[src/rtl/v_residual_pkg.sv]
// rtl/v_residual_pkg.sv - shared types, digit encodings and digit selection for the residual engine
//
// Contents:
//   state_e        FSM state encoding (IDLE, CHUNK, SELECT)
//   DIG_POS/NEG/ZERO  signed-digit rail encodings {plus,minus}
//   select_digit() maps the signed top bits of the residual estimate to a digit
package v_residual_pkg;

  typedef enum logic [1:0] {
    ST_IDLE   = 2'd0,
    ST_CHUNK  = 2'd1,
    ST_SELECT = 2'd2
  } state_e;

  localparam logic [1:0] DIG_POS  = 2'b10;
  localparam logic [1:0] DIG_NEG  = 2'b01;
  localparam logic [1:0] DIG_ZERO = 2'b00;

  // est_top is the sign-extended top slice of the estimate.
  // >= 1 selects +1, {0,-1} select 0, <= -2 selects -1.
  function automatic logic [1:0] select_digit(input logic signed [7:0] est_top);
    if (est_top >= 8'sh01) begin
      return DIG_POS;
    end else if (est_top >= 8'shFF) begin
      return DIG_ZERO;
    end else begin
      return DIG_NEG;
    end
  endfunction

endpackage

[src/rtl/v_residual_engine_if.sv]
// rtl/v_residual_engine_if.sv - operand/result bus between the residual engine and its operand store
//
// Signals:
//   start, flush, x_digit                  control and input digit
//   rd_addr                                chunk index requested by the engine
//   q/w_plus/minus_chunk, w_plus/minus_int operand chunks and integer parts at rd_addr
//   v_plus/minus_chunk, v_chunk_valid      result chunk stream
//   v_int_plus/minus, q_digit, q_valid     per-iteration results
//   busy                                   engine not idle
// Modports: master = engine side, slave = operand store / controller side.
interface v_residual_engine_if #(
  parameter int CHUNK_W = 64,
  parameter int UPPER_W = 5,
  parameter int ADDR_W  = 7
);
  logic               start;
  logic               flush;
  logic [1:0]         x_digit;
  logic [CHUNK_W-1:0] q_plus_chunk;
  logic [CHUNK_W-1:0] q_minus_chunk;
  logic [CHUNK_W-1:0] w_plus_chunk;
  logic [CHUNK_W-1:0] w_minus_chunk;
  logic [UPPER_W-1:0] w_plus_int;
  logic [UPPER_W-1:0] w_minus_int;
  logic [ADDR_W-1:0]  rd_addr;
  logic [CHUNK_W-1:0] v_plus_chunk;
  logic [CHUNK_W-1:0] v_minus_chunk;
  logic               v_chunk_valid;
  logic [UPPER_W-1:0] v_int_plus;
  logic [UPPER_W-1:0] v_int_minus;
  logic [1:0]         q_digit;
  logic               q_valid;
  logic               busy;

  modport master (
    input  start, flush, x_digit,
    input  q_plus_chunk, q_minus_chunk, w_plus_chunk, w_minus_chunk,
    input  w_plus_int, w_minus_int,
    output rd_addr, v_plus_chunk, v_minus_chunk, v_chunk_valid,
    output v_int_plus, v_int_minus, q_digit, q_valid, busy
  );

  modport slave (
    output start, flush, x_digit,
    output q_plus_chunk, q_minus_chunk, w_plus_chunk, w_minus_chunk,
    output w_plus_int, w_minus_int,
    input  rd_addr, v_plus_chunk, v_minus_chunk, v_chunk_valid,
    input  v_int_plus, v_int_minus, q_digit, q_valid, busy
  );

endinterface

[src/rtl/rail_chunk_adder.sv]
// rtl/rail_chunk_adder.sv - two independent CHUNK_W binary adders (plus and minus rails)
//
// Ports:
//   a_plus, b_plus, cin_plus    -> sum_plus, cout_plus    plus-rail add
//   a_minus, b_minus, cin_minus -> sum_minus, cout_minus  minus-rail add
module rail_chunk_adder #(
  parameter int CHUNK_W = 64
) (
  input  logic [CHUNK_W-1:0] a_plus,
  input  logic [CHUNK_W-1:0] b_plus,
  input  logic               cin_plus,
  input  logic [CHUNK_W-1:0] a_minus,
  input  logic [CHUNK_W-1:0] b_minus,
  input  logic               cin_minus,
  output logic [CHUNK_W-1:0] sum_plus,
  output logic               cout_plus,
  output logic [CHUNK_W-1:0] sum_minus,
  output logic               cout_minus
);

  assign {cout_plus, sum_plus} = {1'b0, a_plus} + {1'b0, b_plus}
                               + {{CHUNK_W{1'b0}}, cin_plus};

  assign {cout_minus, sum_minus} = {1'b0, a_minus} + {1'b0, b_minus}
                                 + {{CHUNK_W{1'b0}}, cin_minus};

endmodule

[src/rtl/v_residual_engine.sv]
// rtl/v_residual_engine.sv - chunk-serial redundant residual update with quotient digit selection
//
// Ports:
//   clk         rising-edge clock
//   asyn_reset  asynchronous active-high reset
//   bus         v_residual_engine_if.master: control, operand chunks at rd_addr,
//               result chunk stream, registered integer parts, q_digit/q_valid, busy
// One iteration: start -> NUM_CHUNKS CHUNK cycles (LSB chunk first) -> one SELECT cycle.
module v_residual_engine
  import v_residual_pkg::*;
#(
  parameter int CHUNK_W    = 64,
  parameter int NUM_CHUNKS = 4,
  parameter int UPPER_W    = 5,
  parameter int SEL_BITS   = 4,
  parameter int ADDR_W     = 7
) (
  input  logic                  clk,
  input  logic                  asyn_reset,
  v_residual_engine_if.master   bus
);

  localparam logic [1:0]        S_IDLE   = 2'(ST_IDLE);
  localparam logic [1:0]        S_CHUNK  = 2'(ST_CHUNK);
  localparam logic [1:0]        S_SELECT = 2'(ST_SELECT);
  localparam logic [ADDR_W-1:0] LAST_ADDR = ADDR_W'(NUM_CHUNKS - 1);

  logic [1:0]         state;
  logic [ADDR_W-1:0]  addr;
  logic               cin_plus;
  logic               cin_minus;
  logic               cmp;
  logic [UPPER_W-1:0] v_int_plus_r;
  logic [UPPER_W-1:0] v_int_minus_r;
  logic [1:0]         q_digit_r;

  logic [CHUNK_W-1:0] sum_plus;
  logic [CHUNK_W-1:0] sum_minus;
  logic               cout_plus;
  logic               cout_minus;

  rail_chunk_adder #(.CHUNK_W(CHUNK_W)) u_adder (
    .a_plus    (bus.w_plus_chunk),
    .b_plus    (bus.q_plus_chunk),
    .cin_plus  (cin_plus),
    .a_minus   (bus.w_minus_chunk),
    .b_minus   (bus.q_minus_chunk),
    .cin_minus (cin_minus),
    .sum_plus  (sum_plus),
    .cout_plus (cout_plus),
    .sum_minus (sum_minus),
    .cout_minus(cout_minus)
  );

  logic in_chunk;
  logic in_select;
  logic last_chunk;

  assign in_chunk   = (state == S_CHUNK);
  assign in_select  = (state == S_SELECT);
  assign last_chunk = (addr == LAST_ADDR);

  // On the top chunk the carry-out and the chunk MSB form a 2-bit value that
  // absorbs the input digit; its upper two bits spill into the integer part.
  logic [2:0]         fold_plus;
  logic [2:0]         fold_minus;
  logic [1:0]         shift_plus;
  logic [1:0]         shift_minus;
  logic [CHUNK_W-1:0] v_plus_now;
  logic [CHUNK_W-1:0] v_minus_now;

  assign fold_plus  = {1'b0, cout_plus,  sum_plus[CHUNK_W-1]}  + {2'b00, bus.x_digit[1]};
  assign fold_minus = {1'b0, cout_minus, sum_minus[CHUNK_W-1]} + {2'b00, bus.x_digit[0]};

  assign shift_plus  = last_chunk ? fold_plus[2:1]  : 2'b00;
  assign shift_minus = last_chunk ? fold_minus[2:1] : 2'b00;

  assign v_plus_now  = last_chunk ? {fold_plus[0],  sum_plus[CHUNK_W-2:0]}  : sum_plus;
  assign v_minus_now = last_chunk ? {fold_minus[0], sum_minus[CHUNK_W-2:0]} : sum_minus;

  // Chunks arrive LSB first, so a later (more significant) strict difference
  // overrides, and equality keeps the verdict from lower chunks.
  logic cmp_next;
  assign cmp_next = (v_plus_now > v_minus_now) | ((v_plus_now == v_minus_now) & cmp);

  // Estimate of v = v_plus - v_minus; (cmp - 1) borrows one when the fraction
  // rails make v_plus < v_minus.
  logic [UPPER_W-1:0]  est;
  logic [SEL_BITS-1:0] est_top;
  logic signed [7:0]   est_ext;
  logic [1:0]          sel_digit;

  assign est       = v_int_plus_r - v_int_minus_r + UPPER_W'(cmp) - UPPER_W'(1);
  assign est_top   = est[UPPER_W-1 -: SEL_BITS];
  assign est_ext   = {{(8 - SEL_BITS){est_top[SEL_BITS-1]}}, est_top};
  assign sel_digit = select_digit(est_ext);

  always_ff @(posedge clk or posedge asyn_reset) begin
    if (asyn_reset) begin
      state         <= S_IDLE;
      addr          <= '0;
      cin_plus      <= 1'b0;
      cin_minus     <= 1'b0;
      cmp           <= 1'b1;
      v_int_plus_r  <= '0;
      v_int_minus_r <= '0;
      q_digit_r     <= DIG_ZERO;
    end else if (bus.flush) begin
      state     <= S_IDLE;
      addr      <= '0;
      cin_plus  <= 1'b0;
      cin_minus <= 1'b0;
    end else begin
      case (state)
        S_IDLE: begin
          if (bus.start) begin
            state     <= S_CHUNK;
            addr      <= '0;
            cin_plus  <= 1'b0;
            cin_minus <= 1'b0;
            cmp       <= 1'b1;
          end
        end
        S_CHUNK: begin
          cin_plus  <= cout_plus;
          cin_minus <= cout_minus;
          cmp       <= cmp_next;
          if (last_chunk) begin
            state         <= S_SELECT;
            addr          <= '0;
            v_int_plus_r  <= bus.w_plus_int  + UPPER_W'(shift_plus);
            v_int_minus_r <= bus.w_minus_int + UPPER_W'(shift_minus);
          end else begin
            addr <= addr + ADDR_W'(1);
          end
        end
        S_SELECT: begin
          q_digit_r <= sel_digit;
          state     <= S_IDLE;
        end
        default: begin
          state <= S_IDLE;
        end
      endcase
    end
  end

  // A flush landing in the SELECT cycle suppresses that iteration's result.
  logic q_valid_now;
  assign q_valid_now = in_select & ~bus.flush;

  assign bus.rd_addr       = addr;
  assign bus.v_plus_chunk  = in_chunk ? v_plus_now  : '0;
  assign bus.v_minus_chunk = in_chunk ? v_minus_now : '0;
  assign bus.v_chunk_valid = in_chunk;
  assign bus.v_int_plus    = v_int_plus_r;
  assign bus.v_int_minus   = v_int_minus_r;
  assign bus.q_valid       = q_valid_now;
  assign bus.q_digit       = q_valid_now ? sel_digit : q_digit_r;
  assign bus.busy          = (state != S_IDLE);

endmodule

[src/flat_wrapper.sv]
// flat-port wrapper written by rule: the top's interface ports become plain ports
module v_residual_engine_flat import v_residual_pkg::*;
#(
  parameter int CHUNK_W    = 64,
  parameter int NUM_CHUNKS = 4,
  parameter int UPPER_W    = 5,
  parameter int SEL_BITS   = 4,
  parameter int ADDR_W     = 7
)
  (clk, asyn_reset, bus_start, bus_flush, bus_x_digit, bus_q_plus_chunk, bus_q_minus_chunk, bus_w_plus_chunk, bus_w_minus_chunk, bus_w_plus_int, bus_w_minus_int, bus_rd_addr, bus_v_plus_chunk, bus_v_minus_chunk, bus_v_chunk_valid, bus_v_int_plus, bus_v_int_minus, bus_q_digit, bus_q_valid, bus_busy);
  v_residual_engine_if #(.CHUNK_W(CHUNK_W), .UPPER_W(UPPER_W), .ADDR_W(ADDR_W)) bus_i ();
  input  logic clk;
  input  logic asyn_reset;
  input wire logic [$bits(bus_i.start)-1:0] bus_start;
  input wire logic [$bits(bus_i.flush)-1:0] bus_flush;
  input wire logic [$bits(bus_i.x_digit)-1:0] bus_x_digit;
  input wire logic [$bits(bus_i.q_plus_chunk)-1:0] bus_q_plus_chunk;
  input wire logic [$bits(bus_i.q_minus_chunk)-1:0] bus_q_minus_chunk;
  input wire logic [$bits(bus_i.w_plus_chunk)-1:0] bus_w_plus_chunk;
  input wire logic [$bits(bus_i.w_minus_chunk)-1:0] bus_w_minus_chunk;
  input wire logic [$bits(bus_i.w_plus_int)-1:0] bus_w_plus_int;
  input wire logic [$bits(bus_i.w_minus_int)-1:0] bus_w_minus_int;
  output wire logic [$bits(bus_i.rd_addr)-1:0] bus_rd_addr;
  output wire logic [$bits(bus_i.v_plus_chunk)-1:0] bus_v_plus_chunk;
  output wire logic [$bits(bus_i.v_minus_chunk)-1:0] bus_v_minus_chunk;
  output wire logic [$bits(bus_i.v_chunk_valid)-1:0] bus_v_chunk_valid;
  output wire logic [$bits(bus_i.v_int_plus)-1:0] bus_v_int_plus;
  output wire logic [$bits(bus_i.v_int_minus)-1:0] bus_v_int_minus;
  output wire logic [$bits(bus_i.q_digit)-1:0] bus_q_digit;
  output wire logic [$bits(bus_i.q_valid)-1:0] bus_q_valid;
  output wire logic [$bits(bus_i.busy)-1:0] bus_busy;
  assign bus_i.start = bus_start;
  assign bus_i.flush = bus_flush;
  assign bus_i.x_digit = bus_x_digit;
  assign bus_i.q_plus_chunk = bus_q_plus_chunk;
  assign bus_i.q_minus_chunk = bus_q_minus_chunk;
  assign bus_i.w_plus_chunk = bus_w_plus_chunk;
  assign bus_i.w_minus_chunk = bus_w_minus_chunk;
  assign bus_i.w_plus_int = bus_w_plus_int;
  assign bus_i.w_minus_int = bus_w_minus_int;
  assign bus_rd_addr = bus_i.rd_addr;
  assign bus_v_plus_chunk = bus_i.v_plus_chunk;
  assign bus_v_minus_chunk = bus_i.v_minus_chunk;
  assign bus_v_chunk_valid = bus_i.v_chunk_valid;
  assign bus_v_int_plus = bus_i.v_int_plus;
  assign bus_v_int_minus = bus_i.v_int_minus;
  assign bus_q_digit = bus_i.q_digit;
  assign bus_q_valid = bus_i.q_valid;
  assign bus_busy = bus_i.busy;
  v_residual_engine #(.CHUNK_W(CHUNK_W), .NUM_CHUNKS(NUM_CHUNKS), .UPPER_W(UPPER_W), .SEL_BITS(SEL_BITS), .ADDR_W(ADDR_W)) u_core (.clk(clk), .asyn_reset(asyn_reset), .bus(bus_i));
endmodule
[config.mk]
export PLATFORM = sky130hd
export DESIGN_NAME = v_residual_engine_flat
export DESIGN_NICKNAME = d
export VERILOG_FILES = /design/src/rtl/v_residual_pkg.sv /design/src/rtl/v_residual_engine_if.sv /design/src/rtl/rail_chunk_adder.sv /design/src/rtl/v_residual_engine.sv /design/src/flat_wrapper.sv
export SDC_FILE = /design/constraint.sdc
export NUM_CORES = 1
export LEC_CHECK = 0
export CAP_MARGIN = 20
export CORE_MARGIN = 8
export CORE_UTILIZATION = 47
export CTS_CLUSTER_DIAMETER = 40
export DETAILED_ROUTE_END_ITERATION = 16
export GPL_TIMING_DRIVEN = 0
export PLACE_DENSITY = 0.84
export SLEW_MARGIN = 20
export SYNTH_ARGS = -nofsm -noshare
export SYNTH_HDL_FRONTEND = slang
export SYNTH_SLANG_ARGS = --single-unit
[constraint.sdc]
create_clock -name clk -period 6.6 [get_ports clk]
set_input_delay 1.32 -clock clk [delete_from_list [all_inputs] [get_ports clk]]
set_output_delay 1.32 -clock clk [all_outputs]
set_load 0.02 [all_outputs]
==> flow_summary.yaml, run 1 <==
floorplanning:
  start_util_pct: 47.3
  ios: 422
  rows: 57
  die_y_um: 172
  die_area_mm2: 0.0295
  die_w_um: 172
  core-area_mm2: 0.0241
cells_and_area:
  areaGrowthSynthToFinish_pct: 44.7
  utilization_pct: 68.5
  nets: 2541
  drive_gt1_share_pct: 4.81
  fill_cells: 2168
yosys:
  yosysWarnings: 0
  synth_nets: 2111
  syn_area_mm2: 0.0114
  ys_seq_elements: 24
  synth_ff_type: "dfrtp_1"
  synth_top_area_share_pct: 22.3
  yosysMostFrequentCell: "ha_1"
  synth_cells: 1629
  yosysUniqueCellTypes: 80
  syn-mean-instance-area_um2: 7.01
  synth_top_area_cell: "ha_1"
  synth_edf_count: 0
  netlist_top_cells_count: "ha_1 (203), a21oi_1 (177), nor2_1 (172), nand2_1 (136), a21o_1 (102)"
  synth.area.top_cells: "ha_1 (22%), a21oi_1 (7.8%), a21o_1 (6.7%), xnor2_1 (5.8%), nor2_1 (5.7%)"
  synth-seq-area-share_pct: 5.27
  synthArstFlopShare_pct: 100
critical_path:
  r2r_start: "u_core.cin_minus"
  cp.arrival_ns: 5.19
  start_kind: "input port"
  reg2reg_depth: 24
  crit_path_max_fanout: 6
  end_kind: "primary output"
  worstSetupPathType: "input port to primary output"
  crit_required_ns: 5.28
  reg2reg_to: "u_core.cmp"
  r2r_setup_slack_ns: 1.24
  startpoint: "bus_w_plus_chunk[11]"
  crit_end: "bus_v_plus_chunk[59]"
power:
  power.switching_mw: 1.17
  intPower_mw: 1.10
  total_power_mw: 2.28
  vdd_ir_drop_max_uv: 114
  pwr-share-comb_pct: 86.4
  pwr-share-clk_pct: 6.4
  leakagePower_nw: 7.44
  switching_share_pct: 51.6
  seqPwrFrac_pct: 7.2
  p_per_area_mw_per_mm2: 138
timing:
  fin_crit_sh_pct: 98.6
  setup_viol: 0
  relSlewSlack_pct: 36.2
  fin_crit_ns: 6.51
  worst_slew_pin_slew_ns: 0.956
  finClkSkew_ns: 0.00488
  rsz0062_at_grt: "true"
  tns_ns: 0
  hold_violations: 0
  slew_viol_final: 0
  setup_slack_ns: 0.0896
  max_clock_freq_ghz: 0.154
route:
  viasPerCell: 6.03
  routedWlPerCell_um: 22.1
  dr.pass1.iters: 6
  drcViolationCount: 0
  totalWireLength_um: 52600
  ant_nets: 0
  drt_iter0_drc: 1122
  vias: 14400
clocking:
  cts_buffers: 3
  cts_tree: "yes"
  cts_root_buffer: "clkbuf_16"
  htree_levels: 1
  clock_path_buffers: 2
  clk_latency_ns: 0.26
  clock-sinks: 24
  clkTransAtPathRegs_ns: 0.07
placement:
  gp_congestion: 0.965
  post-place-ws_ns: -0.854
  dp_hpwl_um: 46200
  portBuffers: 421
grt:
  grtUsageTotal_pct: 33.6
  grt_overflow_total: 0
  grt_antenna_before_repair: 6
  grt_start_max_net_pins: 25
  grt_pass1_wl_um: 78400
  grt_pass1_vias: 14800
status:
  status: "finished clean"
hold_path:
  hp-class: "flop to flop"
job:
  max-cap-violations: 0
placed cells by master (no fill, tap or decap), drive strengths merged, types with 35 or more instances in the layout:
cell / instances
nand4: 49
xnor2: 75
and2: 65
nand2: 136
a21oi: 179
o21ai: 97
nor3: 35
nor2: 172
clkbuf: 52
inv: 61
a21o: 102
xor2: 50
clkdlybuf4s50: 398
ha: 203
critical path, cell delays in order:
cell and delay, ns:
clkdlybuf4s50_1 0.40, ha_1 0.40, and3_2 0.25, o21ai_1 0.35
nor2_1 0.14, o41ai_2 0.44, a21oi_2 0.09, buf_4 0.17
a21oi_4 0.20, o21ai_1 0.13, a21boi_1 0.33, mux2i_1 0.30
clkdlybuf4s50_1 0.65
worst min-delay path by stage:
stage                        startpoint                  end  slack [ns]  depth (start not counted)
global placement    u_core.q_digit_r[1]  u_core.q_digit_r[1]        0.45                          2
floorplan               u_core.state[0]      u_core.state[0]        0.49                          1
CTS                 u_core.q_digit_r[1]  u_core.q_digit_r[1]        0.48                          2
detailed placement  u_core.q_digit_r[1]  u_core.q_digit_r[1]        0.47                          2
global route        u_core.q_digit_r[1]  u_core.q_digit_r[1]        0.52                          2
finish              u_core.q_digit_r[1]  u_core.q_digit_r[1]        0.49                          2
flip-flops by register name, summed over array words and instances (netlist names):
register                flops
u_core.cmp                  1
u_core.cin_plus             1
u_core.cin_minus            1
u_core.bus.v_int_plus       5
u_core.bus.rd_addr          7
u_core.state                2
u_core.q_digit_r            2
u_core.bus.v_int_minus      5
layer usage:
layer	part of all wire [%]	global-route usage [%]
met4	5.7	18.6
met3	9.9	8.58
met5	0.068	0
met1	35	34.1
met2	49	62.1
repair_timing:
item / CTS / global route
buffers inserted: 3 / 10
pin swaps: 7 / 18
endpoints found under the setup margin: 28 / 40
hold buffers: 0 / 0
gates cloned: 0 / 0
gates resized for setup: 35 / 51
power by group through the flow:
stage                     Sequential (mW)  Clock (mW)  Combinational (mW)
after floorplan                     0.165           0                1.15
after global placement              0.165           0                1.86
final                               0.163       0.147                1.97
after CTS                           0.162       0.147                1.92
after global routing                0.163       0.152                2.13
after detailed placement            0.165           0                1.89
cells by family after synthesis:
family	count (synthesis)	share of synthesized area [%]
multiplexers	9	0.811
buffers and inverters	124	4.35
AO/OA/AOI/OAI	557	31.7
flip-flops	24	5.27
AND/OR/NAND/NOR	580	24.8
adder cells (fa/ha/maj)	210	23.5
XOR/XNOR	125	9.59
cell type report:
class / instances / area [um2] / share of cell area, %
antenna: 3 / 7.51 / 0.0455
buffer: 53 / 219 / 1.33
clock buffer: 4 / 88.8 / 0.538
inverter: 62 / 246 / 1.49
multi-input combinational: 1481 / 10600 / 64.2
sequential: 24 / 602 / 3.65
tap: 324 / 405 / 2.46
timing repair buffer: 434 / 4340 / 26.3
through the flow:
| step | hold WS, ns | std cells | cell area (um2) |
|---|---|---|---|
| 2_1_floorplan | 0.486 | 1629 | 11400 |
| 4_1_cts | 0.481 | 2381 | 16300 |
| 3_5_place_dp | 0.466 | 2374 | 16000 |
| 3_3_place_gp | 0.455 | 2374 | 16000 |
| 5_1_grt | 0.516 | 2384 | 16500 |
| 6_report | 0.493 | 2385 | 16500 |
Note: power is estimated with default switching activity, not from simulation.
==> run 2: changes to the inputs <==
--- a/config.mk
+++ b/config.mk
@@ -12,6 +12,7 @@
 export DETAILED_ROUTE_END_ITERATION = 16
 export GPL_TIMING_DRIVEN = 0
 export PLACE_DENSITY = 0.84
+export SKIP_CTS_REPAIR_TIMING = 1
 export SLEW_MARGIN = 20
 export SYNTH_ARGS = -nofsm -noshare
 export SYNTH_HDL_FRONTEND = slang
==> flow_summary.yaml, run 2 (same netlist as run 1, synthesis figures left out) <==
timing:
  setup_slack_ns: 0.0298
  rsz0062_at_grt: "true"
  setup_viol: 0
  finClkSkew_ns: 0.00551
  max_clock_freq_ghz: 0.152
  holdWs_ns: 0.494
  hold_violations: 0
  relSlewSlack_pct: 36.5
  fin_crit_sh_pct: 99.5
  fin_crit_ns: 6.57
  worst_slew_pin_slew_ns: 0.952
  slew_viol_final: 0
cells_and_area:
  nets: 2544
  final_common_cell: "clkdlybuf4s50_1"
  largest_reg_flops: 7
  drive_gt1_share_pct: 5.05
  final_cells: 2388
  areaGrowthSynthToFinish_pct: 45.4
  final_design_area_no_fill_mm2: 0.0166
  mostFrequentLayoutCells: "clkdlybuf4s50_1 (400), ha_1 (197), nor2_1 (169)"
placement:
  gp_congestion: 0.965
  post-place-ws_ns: -0.854
  dpl_cell_area_mm2: 0.0160
  dp_hpwl_um: 46200
  portBuffers: 421
  placed_cells: 2374
floorplanning:
  rows: 57
  core-area_mm2: 0.0241
  die_w_um: 172
  die_area_mm2: 0.0295
  die_y_um: 172
  start_util_pct: 47.3
  ios: 422
critical_path:
  crit_path_max_fanout: 6
  start_kind: "input port"
  crit_required_ns: 5.28
  worstSetupPathType: "input port to primary output"
  cp.arrival_ns: 5.25
  end_kind: "primary output"
clocking:
  clk_latency_ns: 0.26
  cts_buffers: 3
  clkTransAtPathRegs_ns: 0.07
  htree_levels: 1
  clock_path_buffers: 2
  cts_root_buffer: "clkbuf_16"
  cts_tree: "yes"
  clock-sinks: 24
route:
  vias: 14500
  drt_iter0_drc: 1198
  dr.pass1.iters: 7
  drcViolationCount: 0
  ant_nets: 0
  viasPerCell: 6.06
  routedWlPerCell_um: 22.1
  totalWireLength_um: 52900
grt:
  grt_overflow_total: 0
  grt_pass1_wl_um: 78000
  grt_start_max_net_pins: 25
  grtUsageTotal_pct: 33.5
  grt_pass1_vias: 14600
  grt_antenna_before_repair: 6
power:
  vdd_ir_drop_max_uv: 115
  p_per_area_mw_per_mm2: 138
  leakagePower_nw: 7.48
job:
  max-cap-violations: 0
hold_path:
  hp-class: "flop to flop"
status:
  status: "finished clean"
-- run 2: per-stage QoR --
stage	util [%]	TNS (ns)	total power, mW
final	68.9	0	2.29
after global routing	68.9	-0.237	2.45
after CTS	66.9	-5.55	2.21
after detailed placement	66.5	-5.37	2.05
after global placement	66.5	-5.55	2.02
after floorplan	-	0	1.31
-- run 2: worst max-delay path, stage by stage --
cell             delay (ns)
clkdlybuf4s50_1        0.52
ha_4                   0.24
a21o_1                 0.19
a221o_1                0.38
a311oi_2               0.25
buf_4                  0.17
buf_4                  0.11
o21ai_2                0.08
a21oi_4                0.25
o21bai_4               0.12
a21oi_2                0.20
o21ai_2                0.09
xor2_1                 0.16
ha_1                   0.30
nor2_2                 0.05
a31oi_2                0.18
nor3_2                 0.09
buf_4                  0.14
nor2_1                 0.21
buf_4                  0.20
-- run 2: layout make-up --
| class | instances | area [um2] |
|---|---|---|
| Tap cell | 324 | 405 |
| Fill cell | 2157 | 7510 |
| Sequential cell | 24 | 602 |
| Multi-Input combinational cell | 1481 | 10700 |
| Antenna cell | 3 | 7.51 |
| Buffer | 56 | 228 |
| Timing Repair Buffer | 434 | 4360 |
| Clock buffer | 4 | 88.8 |
| Inverter | 62 | 246 |
-- run 2: power by group --
part	internal [mW]	leakage [nW]	switching (mW)
clock	0.0928	0.0442	0.0550
sequential	0.155	0.318	0.00855
combinational	0.859	7.11	1.12
-- run 2: worst paths after layout --
kind | start | endpoint | slack, ns | cells past startpoint
setup / recovery | bus_w_minus_chunk[10] | bus_v_minus_chunk[63] | 0.03 | 20
hold / removal | u_core.q_digit_r[1] | u_core.q_digit_r[1] | 0.49 | 2
setup reg to reg | u_core.cin_minus | u_core.cmp | 1.26 | 26
hold reg to reg | u_core.q_digit_r[1] | u_core.q_digit_r[1] | 0.49 | 2
max in group asynchronous | asyn_reset | u_core.bus.v_int_minus[2] | 4.44 | 2
min in group asynchronous | asyn_reset | u_core.bus.rd_addr[2] | 1.58 | 2
-- run 2: per-layer routing --
layer | up-vias | global-route usage, % | part of all wire (%)
met3 | 189 | 8.40 | 9.0
li1 | 6868 | - | -
met2 | 736 | 61.8 | 49
met1 | 6676 | 34.1 | 36
met5 | - | 0 | 0.068
met4 | 6 | 18.1 | 5.9
==> run 3: changes to the inputs <==
--- a/config.mk
+++ b/config.mk
@@ -5,7 +5,7 @@
 export SDC_FILE = /design/constraint.sdc
 export NUM_CORES = 1
 export LEC_CHECK = 0
-export CAP_MARGIN = 20
+export CAP_MARGIN = 30
 export CORE_MARGIN = 8
 export CORE_UTILIZATION = 47
 export CTS_CLUSTER_DIAMETER = 40
@@ -13,7 +13,6 @@
 export GPL_TIMING_DRIVEN = 0
 export PLACE_DENSITY = 0.84
 export SKIP_CTS_REPAIR_TIMING = 1
-export SLEW_MARGIN = 20
 export SYNTH_ARGS = -nofsm -noshare
 export SYNTH_HDL_FRONTEND = slang
 export SYNTH_SLANG_ARGS = --single-unit
==> flow_summary.yaml, run 3 (same netlist as run 1, synthesis figures left out) <==
floorplanning:
  die_w_um: 172
  die_area_mm2: 0.0295
  core-area_mm2: 0.0241
  ios: 422
  rows: 57
  die_y_um: 172
  start_util_pct: 47.3
timing:
  worst_slew_pin_slew_ns: 0.797
  fin_crit_sh_pct: 99.2
  max_clock_freq_ghz: 0.153
  relSlewSlack_pct: 46.9
  tns_ns: 0
  setup_slack_ns: 0.0557
  rsz0062_at_grt: "true"
  fin_crit_ns: 6.54
  setup_viol: 0
  slew_viol_final: 0
  finClkSkew_ns: 0.00498
  hold_violations: 0
power:
  intPower_mw: 1.11
  pwr-share-clk_pct: 6.4
  vdd_ir_drop_max_uv: 114
  switching_share_pct: 51.6
  total_power_mw: 2.29
  leakagePower_nw: 7.49
  power.switching_mw: 1.18
  seqPwrFrac_pct: 7.1
  p_per_area_mw_per_mm2: 138
  pwr-share-comb_pct: 86.5
critical_path:
  cp.arrival_ns: 5.22
  worstSetupPathType: "input port to primary output"
  cp_slowest_cell: "clkdlybuf4s50_1"
  critPathBufInv: 5
  worst_path_largest_cell_delay_ns: 0.51
  crit_required_ns: 5.28
  path_cells: "clkdlybuf4s50_1 -> ha_4 -> a21o_1 -> a221o_1 -> a311oi_2 -> buf_4 -> buf_4 -> o21ai_2 -> a21oi_4 -> o21bai_4 -> a21oi_2 -> o21ai_2 -> xor2_1 -> ha_1 -> nor2_2 -> a31oi_2 -> nor3_2 -> buf_4 -> nor2_1 -> buf_4"
  start_kind: "input port"
  cp_top_family: "compound AO/OA/AOI/OAI gates"
  path_common_cell: "buf_4"
  end_kind: "primary output"
  crit_path_max_fanout: 6
route:
  dr.pass1.iters: 6
  drt_iter0_drc: 1236
  totalWireLength_um: 52800
  drcViolationCount: 0
  viasPerCell: 6.07
  vias: 14500
  routedWlPerCell_um: 22.1
  ant_nets: 0
cells_and_area:
  drive_gt1_share_pct: 5.09
  utilization_pct: 69.0
  largest_reg_flops: 7
  final_common_cell: "clkdlybuf4s50_1"
  nets: 2545
  areaGrowthSynthToFinish_pct: 45.7
  mostFrequentLayoutCells: "clkdlybuf4s50_1 (400), ha_1 (197), nor2_1 (169)"
  fill_cells: 2152
clocking:
  clock-sinks: 24
  htree_levels: 1
  clock_path_buffers: 2
  cts_root_buffer: "clkbuf_16"
  clk_latency_ns: 0.26
  clkTransAtPathRegs_ns: 0.07
  cts_buffers: 3
  cts_tree: "yes"
grt:
  grtUsageTotal_pct: 33.5
  grt_overflow_total: 0
  grt_start_max_net_pins: 25
  grt_pass1_vias: 14600
  grt_antenna_before_repair: 6
  grt_pass1_wl_um: 78000
placement:
  dp_hpwl_um: 46200
  portBuffers: 421
  gp_congestion: 0.965
  post-place-ws_ns: -0.854
hold_path:
  hp-class: "flop to flop"
job:
  max-cap-violations: 0
status:
  status: "finished clean"
[run 3: cell types whose count changed in the layout (fill, tap and decap cells not counted), sizes merged]
| cell | delta |
|---|---|
| diode | -1 |
| buf | +1 |
[run 3: metrics by stage]
step	hold slack [ns]	area, um2	std cells
6_report	0.493	16600	2388
5_1_grt	0.516	16600	2388
4_1_cts	0.481	16100	2378
3_5_place_dp	0.466	16000	2374
3_3_place_gp	0.455	16000	2374
2_1_floorplan	0.486	11400	1629
[run 3: power groups by stage]
stage          Sequential (mW)  Combinational, mW  Clock [mW]
2_1_floorplan            0.165               1.15           0
3_3_place_gp             0.165               1.86           0
3_5_place_dp             0.165               1.89           0
4_1_cts                  0.162               1.90       0.147
5_1_grt                  0.163               2.14       0.153
6_report                 0.163               1.98       0.147
[run 3: cell type report]
class                           instances  area, um2  share of cell area [%]
Antenna cell                            2       5.00                  0.0301
Inverter                               62        246                    1.48
Clock buffer                            4       88.8                   0.534
Tap cell                              324        405                    2.44
Sequential cell                        24        602                    3.62
Multi-Input combinational cell       1481      10700                    64.1
Buffer                                 56        228                    1.37
Timing Repair Buffer                  435       4390                    26.4
[run 3: final timing paths]
kind	start	to	slack, ns	depth (start not counted)
setup / recovery	bus_w_minus_chunk[10]	bus_v_minus_chunk[63]	0.06	20
hold / removal	u_core.q_digit_r[1]	u_core.q_digit_r[1]	0.49	2
setup reg to reg	u_core.cin_minus	u_core.cmp	1.27	26
hold reg to reg	u_core.q_digit_r[1]	u_core.q_digit_r[1]	0.49	2
max in group asynchronous	asyn_reset	u_core.cmp	4.94	3
min in group asynchronous	asyn_reset	u_core.bus.rd_addr[6]	1.44	3
[run 3: worst reg2reg max path: stages (launching register included)]
cell	delay (ns)
dfrtp_1	0.48
fa_2	0.42
a211oi_2	0.22
o211ai_1	0.18
a311oi_2	0.28
buf_4	0.17
buf_4	0.11
o21ai_2	0.08
a21oi_4	0.24
o21bai_4	0.12
a21oi_2	0.20
o21ai_2	0.09
xor2_1	0.16
ha_1	0.29
nor2_2	0.14
a31oi_2	0.07
nor3_2	0.27
ha_1	0.20
nand4_1	0.13
nor2_1	0.12
nand3_1	0.10
nor3_2	0.24
nand3_1	0.14
or3_4	0.40
nor2_4	0.12
o2bb2ai_1	0.12
o32a_1	0.19
[run 3: per-layer routing]
metal  GRT usage, %  wire [um]
met1           34.1      19000
met2           61.8      26000
met3           8.40       4830
met4           18.1       3020
met5              0         36
